### config.mk
export PLATFORM = sky130hd
export DESIGN_NAME = mem_access_unit_flat
export DESIGN_NICKNAME = d
export VERILOG_FILES = /design/src/rtl/mem_access_unit_pkg.sv /design/src/rtl/mem_access_unit_if.sv /design/src/rtl/mem_access_unit_stall_counter.sv /design/src/rtl/mem_access_unit.sv /design/src/flat_wrapper.sv
export SDC_FILE = /design/constraint.sdc
export NUM_CORES = 1
export LEC_CHECK = 0
export CAP_MARGIN = 15
export CORE_MARGIN = 2
export CORE_UTILIZATION = 45
export DETAILED_ROUTE_END_ITERATION = 10
export GPL_ROUTABILITY_DRIVEN = 0
export PLACE_DENSITY = 0.8
export SLEW_MARGIN = 25
export SYNTH_ARGS = -nofsm -noshare
export SYNTH_HDL_FRONTEND = slang
export SYNTH_HIERARCHICAL = 1
export SYNTH_SLANG_ARGS = --single-unit
### constraint.sdc
create_clock -name clk -period 3.3 [get_ports clk]
set_input_delay 0.66 -clock clk [delete_from_list [all_inputs] [get_ports clk]]
set_output_delay 0.66 -clock clk [all_outputs]
set_load 0.05 [all_outputs]
### src/rtl/mem_access_unit_pkg.sv
// Shared LC-3b types for the MEM-stage access unit: opcode, byte mask,
// and the access-sequencer state encoding.
package mem_access_unit_pkg;

    typedef logic [15:0] lc3b_word;
    typedef logic [1:0]  lc3b_mem_wmask;

    typedef enum logic [3:0] {
        op_br   = 4'b0000,
        op_add  = 4'b0001,
        op_ldb  = 4'b0010,
        op_stb  = 4'b0011,
        op_jsr  = 4'b0100,
        op_and  = 4'b0101,
        op_ldr  = 4'b0110,
        op_str  = 4'b0111,
        op_rti  = 4'b1000,
        op_not  = 4'b1001,
        op_ldi  = 4'b1010,
        op_sti  = 4'b1011,
        op_jmp  = 4'b1100,
        op_shf  = 4'b1101,
        op_lea  = 4'b1110,
        op_trap = 4'b1111
    } lc3b_opcode;

    typedef enum logic [1:0] {
        IDLE     = 2'd0,
        IND_READ = 2'd1,
        ACCESS   = 2'd2,
        DONE     = 2'd3
    } mem_access_state_t;

endpackage

### src/rtl/mem_access_unit_if.sv
// Data-cache bus between the MEM-stage access unit (master) and the cache (slave).
interface mem_access_unit_if #(
    parameter int ADDR_WIDTH = 16,
    parameter int DATA_WIDTH = 16
);
    logic [ADDR_WIDTH-1:0]   dmem_address;
    logic                    dmem_read;
    logic                    dmem_write;
    logic [DATA_WIDTH/8-1:0] dmem_byte_enable;
    logic [DATA_WIDTH-1:0]   dmem_wdata;
    logic [DATA_WIDTH-1:0]   dmem_rdata;
    logic                    dmem_resp;

    modport master (
        output dmem_address, dmem_read, dmem_write, dmem_byte_enable, dmem_wdata,
        input  dmem_rdata, dmem_resp
    );

    modport slave (
        input  dmem_address, dmem_read, dmem_write, dmem_byte_enable, dmem_wdata,
        output dmem_rdata, dmem_resp
    );
endinterface

### src/rtl/mem_access_unit_stall_counter.sv
// Saturating count of pipeline stall cycles; only built with MEM_ACCESS_PERF_EN.
`ifdef MEM_ACCESS_PERF_EN
module mem_access_unit_stall_counter (
    input  logic        clk,
    input  logic        reset,
    input  logic        stall,
    output logic [31:0] count
);
    always_ff @(posedge clk or posedge reset) begin
        if (reset) begin
            count <= '0;
        end else if (stall && (count != 32'hFFFF_FFFF)) begin
            count <= count + 32'd1;
        end
    end
endmodule
`endif

### src/rtl/mem_access_unit.sv
// LC-3b MEM-stage responder: sequences single and LDI/STI data-cache accesses and
// stalls the pipeline until done. MEM_ACCESS_PERF_EN adds a stall_count output.
//
// state    | meaning
// IDLE     | waiting for a request; stall follows the request combinationally
// IND_READ | fetching the LDI/STI pointer word
// ACCESS   | final data access using captured fields (or the fetched pointer)
// DONE     | one-cycle completion pulse, pipeline released
module mem_access_unit
    import mem_access_unit_pkg::*;
#(
    parameter int ADDR_WIDTH = 16,
    parameter int DATA_WIDTH = 16
) (
    input  logic                    clk,
    input  logic                    reset,
    input  logic                    req_valid,
    input  lc3b_opcode              opcode,
    input  logic                    mem_read,
    input  logic                    mem_write,
    input  logic                    indirect_enable,
    input  logic [DATA_WIDTH/8-1:0] mem_byte_enable,
    input  logic                    is_nop,
    input  logic [ADDR_WIDTH-1:0]   address,
    input  logic [DATA_WIDTH-1:0]   store_data,
    mem_access_unit_if.master       dmem,
    output logic [DATA_WIDTH-1:0]   load_data,
    output logic                    mem_stall,
    output logic                    mem_done
`ifdef MEM_ACCESS_PERF_EN
    ,
    output logic [31:0]             stall_count
`endif
);
    localparam int BE_WIDTH = DATA_WIDTH / 8;

    mem_access_state_t     state, state_next;
    lc3b_opcode            cap_opcode;
    logic [ADDR_WIDTH-1:0] cap_address;
    logic [DATA_WIDTH-1:0] cap_wdata;
    logic [BE_WIDTH-1:0]   cap_be;
    logic                  cap_write;
    logic                  cap_indirect;
    logic [ADDR_WIDTH-1:0] pointer;
    logic [DATA_WIDTH-1:0] load_q;

    logic                  request;
    logic [ADDR_WIDTH-1:0] base_addr;
    logic [ADDR_WIDTH-1:0] access_addr;
    logic                  access_write;
    logic                  read_strobe;
    logic                  write_strobe;
    logic [ADDR_WIDTH-1:0] bus_addr;
    logic [BE_WIDTH-1:0]   bus_be;
    logic [DATA_WIDTH-1:0] bus_wdata;

    assign request   = req_valid & ~is_nop & (mem_read | mem_write);
    assign base_addr = cap_indirect ? pointer : cap_address;
    assign access_addr = (cap_be == '1) ? {base_addr[ADDR_WIDTH-1:1], 1'b0} : base_addr;
    // STI decodes as a read in the control word; the write direction is recovered here.
    assign access_write = cap_indirect ? (cap_opcode == op_sti) : cap_write;

    always_ff @(posedge clk or posedge reset) begin
        if (reset) begin
            state        <= IDLE;
            cap_opcode   <= op_br;
            cap_address  <= '0;
            cap_wdata    <= '0;
            cap_be       <= '0;
            cap_write    <= 1'b0;
            cap_indirect <= 1'b0;
            pointer      <= '0;
            load_q       <= '0;
        end else begin
            state <= state_next;
            if ((state == IDLE) && request) begin
                cap_opcode   <= opcode;
                cap_address  <= address;
                cap_wdata    <= store_data;
                cap_be       <= mem_byte_enable;
                cap_write    <= mem_write;
                cap_indirect <= indirect_enable;
            end
            if ((state == IND_READ) && dmem.dmem_resp) begin
                pointer <= dmem.dmem_rdata[ADDR_WIDTH-1:0];
            end
            if (read_strobe && dmem.dmem_resp) begin
                load_q <= dmem.dmem_rdata;
            end
        end
    end

    always_comb begin
        state_next   = state;
        mem_stall    = 1'b0;
        mem_done     = 1'b0;
        read_strobe  = 1'b0;
        write_strobe = 1'b0;
        bus_addr     = '0;
        bus_be       = '0;
        bus_wdata    = '0;
        case (state)
            IDLE: begin
                mem_stall = request;
                if (request) begin
                    state_next = indirect_enable ? IND_READ : ACCESS;
                end
            end
            IND_READ: begin
                mem_stall   = 1'b1;
                read_strobe = 1'b1;
                bus_addr    = {cap_address[ADDR_WIDTH-1:1], 1'b0};
                bus_be      = '1;
                if (dmem.dmem_resp) begin
                    state_next = ACCESS;
                end
            end
            ACCESS: begin
                mem_stall    = 1'b1;
                read_strobe  = ~access_write;
                write_strobe = access_write;
                bus_addr     = access_addr;
                bus_be       = cap_be;
                bus_wdata    = cap_wdata;
                if (dmem.dmem_resp) begin
                    state_next = DONE;
                end
            end
            DONE: begin
                mem_done   = 1'b1;
                state_next = IDLE;
            end
            default: state_next = IDLE;
        endcase
    end

    assign dmem.dmem_address     = bus_addr;
    assign dmem.dmem_read        = read_strobe;
    assign dmem.dmem_write       = write_strobe;
    assign dmem.dmem_byte_enable = bus_be;
    assign dmem.dmem_wdata       = bus_wdata;
    assign load_data             = load_q;

`ifdef MEM_ACCESS_PERF_EN
    mem_access_unit_stall_counter u_stall_counter (
        .clk   (clk),
        .reset (reset),
        .stall (mem_stall),
        .count (stall_count)
    );
`else
    // default build carries no profiling hardware
`endif

endmodule

### src/flat_wrapper.sv
// flat-port wrapper written by rule: the top's interface ports become plain ports
module mem_access_unit_flat import mem_access_unit_pkg::*;
#(
    parameter int ADDR_WIDTH = 16,
    parameter int DATA_WIDTH = 16
)
  (clk, reset, req_valid, opcode, mem_read, mem_write, indirect_enable, mem_byte_enable, is_nop, address, store_data, load_data, mem_stall, mem_done, dmem_dmem_address, dmem_dmem_read, dmem_dmem_write, dmem_dmem_byte_enable, dmem_dmem_wdata, dmem_dmem_rdata, dmem_dmem_resp);
  mem_access_unit_if #(.ADDR_WIDTH(ADDR_WIDTH), .DATA_WIDTH(DATA_WIDTH)) dmem_i ();
  input  logic clk;
  input  logic reset;
  input  logic req_valid;
  input  lc3b_opcode opcode;
  input  logic mem_read;
  input  logic mem_write;
  input  logic indirect_enable;
  input  logic [DATA_WIDTH/8-1:0] mem_byte_enable;
  input  logic is_nop;
  input  logic [ADDR_WIDTH-1:0] address;
  input  logic [DATA_WIDTH-1:0] store_data;
  output logic [DATA_WIDTH-1:0] load_data;
  output logic mem_stall;
  output logic mem_done;
  output wire logic [$bits(dmem_i.dmem_address)-1:0] dmem_dmem_address;
  output wire logic [$bits(dmem_i.dmem_read)-1:0] dmem_dmem_read;
  output wire logic [$bits(dmem_i.dmem_write)-1:0] dmem_dmem_write;
  output wire logic [$bits(dmem_i.dmem_byte_enable)-1:0] dmem_dmem_byte_enable;
  output wire logic [$bits(dmem_i.dmem_wdata)-1:0] dmem_dmem_wdata;
  input wire logic [$bits(dmem_i.dmem_rdata)-1:0] dmem_dmem_rdata;
  input wire logic [$bits(dmem_i.dmem_resp)-1:0] dmem_dmem_resp;
  assign dmem_dmem_address = dmem_i.dmem_address;
  assign dmem_dmem_read = dmem_i.dmem_read;
  assign dmem_dmem_write = dmem_i.dmem_write;
  assign dmem_dmem_byte_enable = dmem_i.dmem_byte_enable;
  assign dmem_dmem_wdata = dmem_i.dmem_wdata;
  assign dmem_i.dmem_rdata = dmem_dmem_rdata;
  assign dmem_i.dmem_resp = dmem_dmem_resp;
  mem_access_unit #(.ADDR_WIDTH(ADDR_WIDTH), .DATA_WIDTH(DATA_WIDTH)) u_core (.clk(clk), .reset(reset), .req_valid(req_valid), .opcode(opcode), .mem_read(mem_read), .mem_write(mem_write), .indirect_enable(indirect_enable), .mem_byte_enable(mem_byte_enable), .is_nop(is_nop), .address(address), .store_data(store_data), .dmem(dmem_i), .load_data(load_data), .mem_stall(mem_stall), .mem_done(mem_done));
endmodule
# ---- Word level (Yosys, flattened, before mapping)
# Cells that the tools add are included.
dict set report word_totals {
  register_bits 74
  output_inout_bits 54
}
dict set report classes {
  n_eq_ne 8
  mux 15
  n_bitwise 5
  n_reduce_logical 6
}
# cell n
set op_table {}
lappend op_table {{$mux W16} 2}
lappend op_table {{$pmux W16 S2} 1}
lappend op_table {{$mux W2} 4}
lappend op_table {{$pmux W2 S4} 1}
lappend op_table {{$eq A2 B2 Y1 const B} 3}
lappend op_table {{$eq A4 B4 Y1 const B} 1}
lappend op_table {{$mux W1} 4}
lappend op_table {{$ne A2 B2 Y1 const B} 2}
lappend op_table {{$pmux W1 S2} 2}
lappend op_table {{$pmux W2 S2} 1}
lappend op_table {{$logic_and A1 B1 Y1} 3}
lappend op_table {{$reduce_and A3 Y1} 1}
lappend op_table {{$and A1 B1 Y1} 2}
lappend op_table {{$eq A2 B1 Y1 const B} 1}
lappend op_table {{$logic_not A2 Y1} 1}
lappend op_table {{$ne A2 B1 Y1 const B} 1}
lappend op_table {{$not A1 Y1} 2}
lappend op_table {{$reduce_or A2 Y1} 1}
lappend op_table {{$or A1 B1 Y1} 1}

# ---- Logic depth before layout (Yosys ltp)
# Gate-level depths: netlist of the first run.
dict set report depth {
  depth_word 5
  ltp_mapped 8
}

# ---- Worst setup path after synthesis of the first run
# Ideal clock, no wire load.
dict set report synth_path {
  path_kind {register to output}
  startpoint {register u_core.state[0]}
  endpoint {output port dmem_dmem_address[0]}
  arrival_ns 2.087
  required_ns 2.640
  slack_ns 0.553
  stages_incl_launch_ff 5
  path_cell_list {dfrtp_1 > inv_1 > ha_1 > nand2_1 > a211oi_1}
}
dict set report synth_between {
  elab_chain_len 2
}
# element line
set synth_rtl {}
lappend synth_rtl {{start, declared} mem_access_unit.sv:37} ;# mem_access_state_t state, state_next;
lappend synth_rtl {{start signal, assigned} mem_access_unit.sv:75} ;# state <= state_next;
lappend synth_rtl {{$eq A2 B2 Y1 / $eq A2 B1 Y1 (equally long branches)} mem_access_unit.sv:102} ;# case (state)
lappend synth_rtl {{$pmux W16 S2 (*)} mem_access_unit.sv:102}
lappend synth_rtl {{end, declared} flat_wrapper.sv:23} ;# output wire logic [$bits(dmem_i.dmem_address)-1:0] dmem_dmem_address;
# Mark *: on every way between the ends. The rest lies on a longest branch, timed or not.

# ---- Worst setup path in the final report of the first run
dict set report layout_path {
  startpoint {register u_core.state[0]}
  endpoint {output port dmem_dmem_wdata[6]}
}
dict set report layout_between {
  elab_chain_len 2
}
# element line
set layout_rtl {}
lappend layout_rtl {{$eq A2 B2 Y1} mem_access_unit.sv:102}
lappend layout_rtl {{$mux W16} mem_access_unit.sv:102}
lappend layout_rtl {{end, declared} flat_wrapper.sv:27} ;# output wire logic [$bits(dmem_i.dmem_wdata)-1:0] dmem_dmem_wdata;
# Every way passes these cells.

==> impl_summary.log, run 1 <==
INFO  metric run_status = completed
INFO  metric core = approximately 7300 sq um
INFO  metric p_per_area = about 1200 nW/um^2
INFO  metric place.port_buffers = about 120
INFO  metric dominant_combinational_cell_family_by_area_after_synthesis = multiplexers
INFO  metric n_fill_cell = around 540
INFO  metric rsz_0062_raised_after_global_routing = no
INFO  metric drc = 0
INFO  metric final_hold_viol_count = 0
INFO  metric clock_power_share = between 10% and 20%
INFO  metric timing_worst_slew_pin_value = between 700 and 800 ps
INFO  metric grt_pass1_wl = 13,020 microns
INFO  metric synth-xor-area-share = 0%
INFO  metric lkg_pwr = between 2 and 2.5 nW
INFO  metric cts.root.buffer_cell = sky130_fd_sc_hd__clkbuf_8
INFO  metric tritoncts = done
INFO  metric startpoint = u_core/state[0]$_DFFE_PP0P_
INFO  metric via_per_inst = 5.108
INFO  metric die_footprint = between 8000 and 9000 sq um
INFO  metric netlist_area = about 3400 sq um
INFO  metric io_pins = ~120
INFO  metric final_util = around 70%
INFO  metric die_h = 90.45 microns
INFO  metric postSynthRegisterBits = 74
INFO  metric place.detailed.hpwl = approximately 5600 microns
INFO  metric crit-reg2reg-launch = u_core/state[0]$_DFFE_PP0P_
INFO  metric timing.reg2reg.setup_slack = about 1000 ps
INFO  metric worst_setup_path_start_kind = flip-flop
INFO  metric antenna_violations_before_repair = 0
INFO  metric cell_row_count = 31
INFO  metric setup-violations-final = 0
INFO  metric worstSetupPathType = flip-flop to output port
INFO  metric share_seq_of_total_power = 26.8%
INFO  metric grt_start_max_net_pins = 41
INFO  metric clock_tree.htree_level_count = 3
INFO  metric routed_wire_length_per_instance = 16.87 microns
INFO  metric synth.top_cell.area_share = ~55%
INFO  metric starting_utilization_of_the_core_area = between 40% and 50%
INFO  metric place_inst = 449
INFO  metric synth.yosys.warnings = 6
INFO  metric vias = about 2,400
INFO  metric crit_required = 2640 ps
INFO  metric synth_top_area_cell = sky130_fd_sc_hd__dfrtp_1
INFO  metric critical_path.top_delay_family = buffers and inverters
INFO  metric setup_skew_after_layout = 13.06 ps
INFO  metric globalRouteOverflowTotal = 0
INFO  metric cts.clk_slew.worst_paths = around 80 ps
INFO  metric grtUsageTotal = approximately a fifth
INFO  metric worstSkewPairLatency = roughly 340 ps
INFO  metric max_stage_delay = around 800 ps
INFO  metric synthAdderAreaFrac = between 1.5 and 2%
INFO  metric hold_depth = 1
INFO  metric ctsHoldBuffers = 0
INFO  metric grt_pass1_vias = roughly 2,500
INFO  metric critPathBufInv = 3
INFO  metric n_antenna_cell = 0
INFO  metric crit_slowest_cell = sky130_fd_sc_hd__clkdlybuf4s50_1
INFO  metric drive_gt1_share = approximately 32%
INFO  metric cts_setup_buffers = 0
INFO  metric dr.first_iter.drc_count = 75
INFO  metric cp-end-kind = output port
INFO  metric max-clock-path-buffers = 2
INFO  metric drt.antenna.violating_nets = 0
INFO  metric detailedRoute.firstPassIterationCount = 5
INFO  metric synth-simple-area-share = 6.882%
INFO  metric netlist-cell-type-count = 28
INFO  metric syn-num-nets = approximately 310
INFO  metric hold_path.startpoint = u_core/cap_wdata[8]$_DFFE_PP0P_
INFO  metric pwr-share-comb = 59.6%
INFO  metric syn_inst = roughly 250
INFO  metric class_of_the_tightest_hold_or_removal_check = flip-flop to flip-flop
INFO  metric layoutNonFillerInstCount = between 400 and 500
INFO  metric cts_num_sinks = 74
INFO  metric area_growth_syn_to_layout = 48.96%
INFO  metric critical_path_depth = 5
INFO  metric syn-mean-instance-area = 13.67 sq um
INFO  metric fin_tns_setup = 0 ps
INFO  metric synth-compound-area-share = roughly 5.9%
INFO  metric post_synth_mux_area_share = between 20% and 30%
INFO  metric cts_inserted_buffers = 9
INFO  metric fin_total_pwr = between 6 and 7 mW
INFO  metric slew_violations = 0
INFO  metric max_cap_viol_count = 0
INFO  metric detailed_route_wl = 7846 microns
INFO  metric synth-seq-area-share = between 50% and 60%
INFO  metric timing.reg2reg.worst_path_depth = 6
INFO  metric cp_max_fo = 16
INFO  metric final.period_utilization = a little over nine tenths
INFO  metric switching_share = a little over two fifths
INFO  metric max-vdd-ir-drop = 0.0006223 V
INFO  metric nNetsFinal = 428
INFO  metric timing.critical_path.arrival = roughly 2500 ps
INFO  metric p_int = approximately 3.4 mW
INFO  metric fmaxAchievable = between 0.3 and 0.4 GHz
INFO  metric p_sw = about 2.7 mW
INFO  metric netlist_top_cells_area = sky130_fd_sc_hd__dfrtp_1 (55%), sky130_fd_sc_hd__mux2_2 (21%), sky130_fd_sc_hd__mux2_4 (4.5%), sky130_fd_sc_hd__a22oi_1 (3.3%), sky130_fd_sc_hd__and2_1 (3.2%)
INFO  metric die_width = around 90 microns
INFO  metric fin_crit = between 3000 and 4000 ps
INFO  metric remaining_max_slew_budget_at_the_tightest_pin = a little under half
INFO  metric path_cells = inv_1 > ha_1 > buf_4 > and2_1 > clkdlybuf4s50_1
-- repair_timing --
action                     4_1_cts  5_1_grt
resized for setup                0        2
hold endpoints to repair         0        0
setup endpoints to repair        0        2
-- worst reg2reg max path, cell delays in order (launching register included) --
cell	delay [ps]
sky130_fd_sc_hd__dfrtp_1	410
sky130_fd_sc_hd__inv_1	140
sky130_fd_sc_hd__ha_1	420
sky130_fd_sc_hd__nand2_1	180
sky130_fd_sc_hd__o311ai_4	360
sky130_fd_sc_hd__nand2_4	260
sky130_fd_sc_hd__mux2_4	370
-- power by group through the flow --
| stage | clock network [mW] | logic, mW | registers (mW) |
|---|---|---|---|
| 6_report | 0.824 | 3.62 | 1.63 |
| 5_1_grt | 0.881 | 3.81 | 1.69 |
| 4_1_cts | 0.845 | 3.66 | 1.63 |
| 3_5_place_dp | 0 | 3.65 | 1.64 |
| 3_3_place_gp | 0 | 3.58 | 1.62 |
| 2_1_floorplan | 0 | 2.07 | 1.91 |
-- sequential cells by signal (all words and copies together), names as in the netlist --
signal and count:
u_core/pointer 16, u_core/state 2, u_core/cap_be 2, u_core/cap_write 1
u_core/cap_address 16, u_core/cap_indirect 1, u_core/load_data 16, u_core/cap_wdata 16
u_core/cap_opcode 4
-- per-layer routing --
| metal | up-vias | global-route usage (%) | wire length, microns |
|---|---|---|---|
| met3 | 9 | 3.339 | 218 |
| met4 | 0 | 7.308 | 99 |
| met1 | 1219 | 26.30 | 3411 |
| met2 | 57 | 33.83 | 4117 |
| li1 | 1090 | - | - |
| met5 | - | 0 | 0 |
-- cells by family (layout without fill, tap and decap cells) --
family                     after synthesis  in the layout
DFF                                     74             74
muxes                                   79             79
adders and majority gates                5              5
buffers and inverters                   20            140
and+or+nand+nor                         43             43
AOI/OAI and AO/OA                       25             25
-- synthesized netlist by cell type --
| cell type | number |
|---|---|
| sky130_fd_sc_hd__mux2i_1 | 5 |
| sky130_fd_sc_hd__inv_1 | 4 |
| sky130_fd_sc_hd__nor2b_1 | 1 |
| sky130_fd_sc_hd__and2_1 | 17 |
| sky130_fd_sc_hd__inv_2 | 1 |
| sky130_fd_sc_hd__buf_4 | 2 |
| sky130_fd_sc_hd__clkinv_1 | 1 |
| sky130_fd_sc_hd__mux2_4 | 10 |
| sky130_fd_sc_hd__mux2_2 | 64 |
| sky130_fd_sc_hd__o2111ai_1 | 1 |
| sky130_fd_sc_hd__dfrtp_1 | 74 |
| sky130_fd_sc_hd__a21o_1 | 1 |
| sky130_fd_sc_hd__a211oi_1 | 1 |
| sky130_fd_sc_hd__ha_1 | 5 |
| sky130_fd_sc_hd__o211ai_1 | 1 |
| sky130_fd_sc_hd__nand2_1 | 4 |
| sky130_fd_sc_hd__nand2_4 | 1 |
| sky130_fd_sc_hd__o2bb2ai_1 | 1 |
| sky130_fd_sc_hd__buf_2 | 6 |
| sky130_fd_sc_hd__buf_6 | 1 |
| sky130_fd_sc_hd__o311ai_4 | 1 |
| sky130_fd_sc_hd__clkbuf_1 | 5 |
| sky130_fd_sc_hd__a21oi_1 | 3 |
| sky130_fd_sc_hd__a22oi_1 | 15 |
| sky130_fd_sc_hd__o21ai_0 | 1 |
| sky130_fd_sc_hd__and4b_4 | 1 |
| sky130_fd_sc_hd__nor2_1 | 18 |
| sky130_fd_sc_hd__nand4bb_1 | 1 |
-- per-stage QoR --
stage               hold WS, ps  area (sq um)  setup WS, ps
finish                    500.3          5010         116.4
global placement          478.3          4767         600.5
global route              519.2          5010         8.592
CTS                       505.7          5005         96.12
floorplan                 470.6          3363         553.4
detailed placement        486.8          4767         459.8
-- final cells by class --
class | count | area (sq um) | share of cell area (%)
Clock buffer | 13 | 168.9 | 3.372
Sequential cell | 74 | 1852 | 36.96
Clock inverter | 3 | 68.82 | 1.374
Tap cell | 99 | 123.9 | 2.473
Inverter | 6 | 23.77 | 0.4745
Timing Repair Buffer | 118 | 1341 | 26.77
Multi-Input combinational cell | 152 | 1431 | 28.57
-- worst paths after layout --
kind | to
setup / recovery | dmem_dmem_wdata[6]
hold / removal | u_core/cap_wdata[8]$_DFFE_PP0P_
setup reg to reg | u_core/load_data[9]$_DFFE_PP0P_
hold reg to reg | u_core/cap_wdata[8]$_DFFE_PP0P_
max in group asynchronous | u_core/pointer[4]$_DFFE_PP0P_
min in group asynchronous | u_core/cap_wdata[1]$_DFFE_PP0P_
-- cell usage in the layout, fill, tap and decap left out, types with 2 or more instances in the layout --
cell | netlist | final
sky130_fd_sc_hd__inv_1 | 4 | 3
sky130_fd_sc_hd__bufinv_16 | 0 | 2
sky130_fd_sc_hd__mux2_4 | 10 | 10
sky130_fd_sc_hd__dfrtp_1 | 74 | 74
sky130_fd_sc_hd__buf_4 | 2 | 6
sky130_fd_sc_hd__a21oi_1 | 3 | 3
sky130_fd_sc_hd__dlymetal6s2s_1 | 0 | 2
sky130_fd_sc_hd__and2_1 | 17 | 17
sky130_fd_sc_hd__mux2i_1 | 5 | 5
sky130_fd_sc_hd__nor2_1 | 18 | 18
sky130_fd_sc_hd__mux2_2 | 64 | 64
sky130_fd_sc_hd__clkbuf_8 | 0 | 12
sky130_fd_sc_hd__clkdlybuf4s50_1 | 0 | 93
sky130_fd_sc_hd__nand2_1 | 4 | 4
sky130_fd_sc_hd__buf_12 | 0 | 17
sky130_fd_sc_hd__ha_1 | 5 | 5
sky130_fd_sc_hd__a22oi_1 | 15 | 15
(Power assumes the default switching activity.)
==> inputs of run 2 (changes only) <==
--- a/config.mk
+++ b/config.mk
@@ -8,6 +8,7 @@
 export CAP_MARGIN = 15
 export CORE_MARGIN = 2
 export CORE_UTILIZATION = 45
+export CTS_CLUSTER_SIZE = 14
 export DETAILED_ROUTE_END_ITERATION = 10
 export GPL_ROUTABILITY_DRIVEN = 0
 export PLACE_DENSITY = 0.8
==> results of run 2 <==
The final DEF is identical to that of run 1; final timing and power are the same.
